### src/rtl/mult_pkg.sv
// Shared definitions for the sequential signed multiplier: state encoding and default width.
package mult_pkg;

    localparam int WIDTH_DEFAULT = 3;

    typedef enum logic [1:0] {
        ST_IDLE = 2'd0,
        ST_RUN  = 2'd1,
        ST_DONE = 2'd2
    } state_t;

endpackage

### src/rtl/seq_mult_ctrl_array_row.sv
// One-bit full adder and the ripple add/subtract row used by the multiplier datapath.
module full_adder (
    input  logic x,
    input  logic y,
    input  logic cin,
    output logic s,
    output logic cout
);
    // Plain carry-propagate full adder cell.
    always_comb begin
        s    = x ^ y ^ cin;
        cout = (x & y) | (x & cin) | (y & cin);
    end
endmodule

// acc +/- (addend gated by gate); subtraction is invert-and-carry-in, all modulo 2^N.
module ArrayRow #(
    parameter int N = 6
) (
    input  logic [N-1:0] addend,
    input  logic         gate,
    input  logic [N-1:0] acc,
    input  logic         sub,
    output logic [N-1:0] sum
);
    logic [N-1:0] opnd;
    logic [N-1:0] carry;

    // Gate the partial product by the multiplier bit, then conditionally invert for subtract.
    always_comb begin
        opnd = (addend & {N{gate}}) ^ {N{sub}};
    end

    assign carry[0] = sub;

    genvar i;
    generate
        for (i = 0; i < N; i++) begin : g_bit
            if (i < N - 1) begin : g_fa
                full_adder u_fa (
                    .x   (acc[i]),
                    .y   (opnd[i]),
                    .cin (carry[i]),
                    .s   (sum[i]),
                    .cout(carry[i+1])
                );
            end else begin : g_msb
                // Carry out of the top bit is discarded (modulo arithmetic), so only the sum is formed.
                assign sum[i] = acc[i] ^ opnd[i] ^ carry[i];
            end
        end
    endgenerate
endmodule

### src/rtl/seq_mult_ctrl.sv
// Sequential two's-complement shift-add multiplier: one multiplier bit per cycle, sign bit subtracted.
module seq_mult_ctrl
    import mult_pkg::*;
#(
    parameter int WIDTH = WIDTH_DEFAULT
) (
    input  logic                      clock,
    input  logic                      reset_n,
    input  logic                      start,
    input  logic signed [WIDTH-1:0]   a,
    input  logic signed [WIDTH-1:0]   b,
    output logic                      ready,
    output logic                      busy,
    output logic                      done,
    output logic signed [2*WIDTH-1:0] product
);
    localparam int PW = 2 * WIDTH;
    localparam int CW = $clog2(WIDTH);

    state_t                   state_q, state_d;
    logic signed [WIDTH-1:0]  a_q, a_d;
    logic signed [WIDTH-1:0]  b_q, b_d;
    logic [CW-1:0]            cnt_q, cnt_d;
    logic signed [PW-1:0]     acc_q, acc_d;
    logic signed [PW-1:0]     prod_q, prod_d;

    logic [PW-1:0]            addend;
    logic [PW-1:0]            row_sum;
    logic                     last_step;
    logic                     accept;

    // Sign-extended multiplicand aligned to the weight of the current multiplier bit.
    always_comb begin
        addend    = {{WIDTH{a_q[WIDTH-1]}}, a_q} << cnt_q;
        last_step = (cnt_q == CW'(WIDTH - 1));
    end

    ArrayRow #(
        .N(PW)
    ) u_row (
        .addend(addend),
        .gate  (b_q[cnt_q]),
        .acc   (acc_q),
        .sub   (last_step),
        .sum   (row_sum)
    );

    // Next-state and datapath update; product only moves on the step that enters DONE.
    always_comb begin
        state_d = state_q;
        a_d     = a_q;
        b_d     = b_q;
        cnt_d   = cnt_q;
        acc_d   = acc_q;
        prod_d  = prod_q;
        accept  = start && (state_q != ST_RUN);
        case (state_q)
            ST_RUN: begin
                acc_d = row_sum;
                cnt_d = cnt_q + CW'(1);
                if (last_step) begin
                    state_d = ST_DONE;
                    prod_d  = row_sum;
                    cnt_d   = '0;
                end
            end
            default: begin
                if (accept) begin
                    a_d     = a;
                    b_d     = b;
                    acc_d   = '0;
                    cnt_d   = '0;
                    state_d = ST_RUN;
                end else if (state_q == ST_DONE) begin
                    state_d = ST_IDLE;
                end
            end
        endcase
    end

    // All state, with asynchronous clear of every register.
    always_ff @(posedge clock or negedge reset_n) begin
        if (!reset_n) begin
            state_q <= ST_IDLE;
            a_q     <= '0;
            b_q     <= '0;
            cnt_q   <= '0;
            acc_q   <= '0;
            prod_q  <= '0;
        end else begin
            state_q <= state_d;
            a_q     <= a_d;
            b_q     <= b_d;
            cnt_q   <= cnt_d;
            acc_q   <= acc_d;
            prod_q  <= prod_d;
        end
    end

    assign ready   = (state_q == ST_IDLE) || (state_q == ST_DONE);
    assign busy    = (state_q == ST_RUN);
    assign done    = (state_q == ST_DONE);
    assign product = prod_q;

endmodule

### config.mk
export PLATFORM = sky130hd
export DESIGN_NAME = seq_mult_ctrl
export DESIGN_NICKNAME = d
export VERILOG_FILES = /design/src/rtl/mult_pkg.sv /design/src/rtl/seq_mult_ctrl_array_row.sv /design/src/rtl/seq_mult_ctrl.sv
export SDC_FILE = /design/constraint.sdc
export NUM_CORES = 1
export LEC_CHECK = 0
export ABC_CLOCK_PERIOD_IN_PS = 2800
export CORE_MARGIN = 1.5
export CORE_UTILIZATION = 40
export CTS_CLUSTER_DIAMETER = 30
export CTS_CLUSTER_SIZE = 20
export DETAILED_ROUTE_END_ITERATION = 7
export DONT_BUFFER_PORTS = 1
export PLACE_DENSITY = 0.56
export SYNTH_ARGS = -nofsm -noshare
export SYNTH_HDL_FRONTEND = slang
export SYNTH_SLANG_ARGS = --single-unit
### constraint.sdc
create_clock -name clock -period 2.8 [get_ports clock]
set_clock_uncertainty 0.2 [all_clocks]
set_input_delay 0.42 -clock clock [delete_from_list [all_inputs] [get_ports clock]]
set_output_delay 0.42 -clock clock [all_outputs]
set_load 0.05 [all_outputs]
==> out/qor.yml <==
clocking:
  clk_latency_ns: 0.30
  clock_sink_count: 22
  cts_tree: "yes"
  clk_pin_slew_ns: 0.12
  cts_buffer_depth: 2
  clockRootBuffer: "clkbuf_4"
  h-tree-depth: 1
  cts_buffers: 3
timing:
  hold_violations: 0
  slew_headroom: 0.350
  fmax_mhz: 342
  min_period_ns: 2.92
  timing.final.ws_setup_ns: -0.124
  tns_ns: -0.202
  rsz0062_at_grt: "yes"
  timing.final.max_slew_violations: 0
  setup_viol: 2
  post-route-period-util: 1.04
  tightest_slew_ns: 0.972
routing:
  antenna_left: 0
  routed_via_density: 5.12
  wl_met2_mm: 1.08
  drtIter0Drc: 23
  drt-met1-wl_um: 972
  drc_errors: 0
  route.met3.wl_um: 86
  dr.max_layer_used: "met4"
  vias: 778
  wl_mm: 2.17
  route.detailed.wl_per_inst_um: 14.3
  drtPass1Iterations: 4
final_layout:
  drive_above_1_share: 0.446
  multi_input_area_um2: 559
  nets: 138
  antennaDiodeCount: 0
  seq_area_um2: 553
  area_delta_synth_final_pct: 24.2
  fillerInstances: 251
status:
  run_status: "finished with violations"
  violations: "negative setup slack"
synthesis:
  post-synth-top-count-cell: "dfrtp_1"
  synthCells: 97
  synth_top_area_share: 0.484
  synth_async_sr_flop_share: 1.00
  netlist_area_mm2: 0.00114
  yosys.area.top_type: "dfrtp_1"
  ys_warn_count: 0
  synth_nets: 113
  synth-edff-count: 0
  synth.distinct_cells: 29
  ys_ff_latch: 22
  netlist_top_cells_area: "dfrtp_1 (48%), mux2_2 (11%), fa_1 (7.0%), ha_1 (3.3%), inv_1 (3.0%)"
  ys_top_cells_by_count: "dfrtp_1 (22), mux2_2 (11), inv_1 (9)"
  synth_area_per_cell_um2: 11.7
  ys_seq_area_frac: 0.484
  ys.flop_type: "dfrtp_1"
power_and_ir_drop:
  power_frac_clock: 0.089
  sequentialPowerShare: 0.370
  p_leak_nw: 0.657
  power_frac_comb: 0.541
  swShare: 0.435
  switchingPower_mw: 0.849
  power.density_mw_per_mm2: 1380
  internal_power_mw: 1.10
  vdd_drop_max_v: 0.000728
  power_mw: 1.95
setup_path:
  crit_fanout: 7
  cp-start-kind: "register"
  cp.arrival_ns: 2.94
  path_class: "register to register"
  crit_path_end_kind: "register"
  required_ns: 2.82
  r2r_slack_ns: -0.12
global_route:
  grt_overflow: 0
  grt_max_degree: 23
  antenna_found_initial: 0
  grt_pass1_vias: 860
  grt_usage: 0.166
  grt_pass1_wl_mm: 4.02
floorplan:
  die_y_um: 56.3
  initial_core_util: 0.416
  core_area_mm2: 0.00273
  die_width_um: 56.3
  dieArea_mm2: 0.00317
  rows: 19
  io_pins: 18
flow_run:
  drv_cap: 0
place:
  gp_congestion: 0.762
  dp_slack_ns: -0.208
  port_buffers: 0
  dpl.hpwl_mm: 1.54
worst_hold_path:
  hold_path_class: "input port to register"
## path summary, 6_finish.rpt
| check | start | endpoint | cells past startpoint |
|---|---|---|---|
| max in group asynchronous | reset_n | cnt_q[0] | 1 |
| min reg2reg | acc_q[1] | acc_q[1] | 2 |
| min in group asynchronous | reset_n | product[5] | 1 |
| max reg2reg | cnt_q[1] | product[5] | 11 |
| max | cnt_q[1] | product[5] | 11 |
| min | a[1] | a_q[1] | 1 |
## cell usage in the layout, fill, tap and decap left out, drive strengths merged
cell type and n:
clkbuf 4, o32ai 1, or2 1, xnor2 1, and4bb 1, mux2 11
mux2i 1, a21o 2, xor2 1, fa 4, a41oi 1, and2b 1
buf 21, nor2b 1, nand2 8, a21oi 4, dfrtp 22, inv 9
ha 3, a21bo 1, nor2 5, o22ai 3, a22o 4, nand2b 1
nand4 1, o21ai 6, dlygate4sd3 3
## critical path: stages (launching register included)
cell and delay, ns:
dfrtp_2 0.47, and4bb_2 0.36, a21oi_2 0.08, fa_2 0.34
inv_2 0.06, fa_2 0.19, fa_2 0.20, inv_2 0.04
fa_2 0.34, xor2_2 0.15, xnor2_1 0.14, mux2_4 0.27
## layout make-up
cell class,instances,area share
flip-flops and latches,22,0.391
multi-input cells,62,0.396
inverters,9,0.0239
well taps,31,0.0275
clock buffers,4,0.0257
repair buffers,24,0.136
## metrics by stage
stage          cell area, um^2   util  instances  hold WS (ns)
2_1_floorplan             1140      -         97       -0.0756
3_3_place_gp              1260  0.461        139       -0.0751
3_5_place_dp              1260  0.461        139       -0.0751
4_1_cts                   1380  0.503        150       0.00720
5_1_grt                   1410  0.517        152        0.0228
6_report                  1410  0.517        152        0.0554
## power groups by stage
stage                     sequential [mW]  clock (mW)  combinational (mW)
final                               0.723       0.174                1.06
after global placement              0.717           0               0.915
after floorplan                     0.691           0               0.685
after detailed placement            0.723           0               0.930
after CTS                           0.719       0.185                1.02
after global routing                0.746       0.199                1.18
## cells by family after synthesis
logic type / after synthesis / synth area share
AOI/OAI and AO/OA: 22 / 0.136
muxes: 12 / 0.118
and+or+nand+nor: 19 / 0.0847
xor gates and xnor gates: 2 / 0.0154
adders and majority gates: 7 / 0.103
buffers and inverters: 13 / 0.0583
DFF: 22 / 0.484
## registers in the layout (all words and copies together), names as in the netlist
name	flops
a_q	3
acc_q	6
b_q	3
cnt_q	2
product	6
state_q	2
## metal layers
metal  vias up  GRT usage
met5         -          0
met4         0     0.0544
met3         4     0.0507
li1        381          -
met1       371      0.215
met2        22      0.266
## timing repair
action / CTS / global route
endpoints found under the hold margin: 24 / 1
gates resized for setup: 9 / 5
pin swaps: 3 / 0
endpoints found under the setup margin: 4 / 4
cloned: 0 / 0
setup buffers: 5 / 1
hold buffers: 2 / 1
No activity file was read; power rests on OpenSTA's default activity.
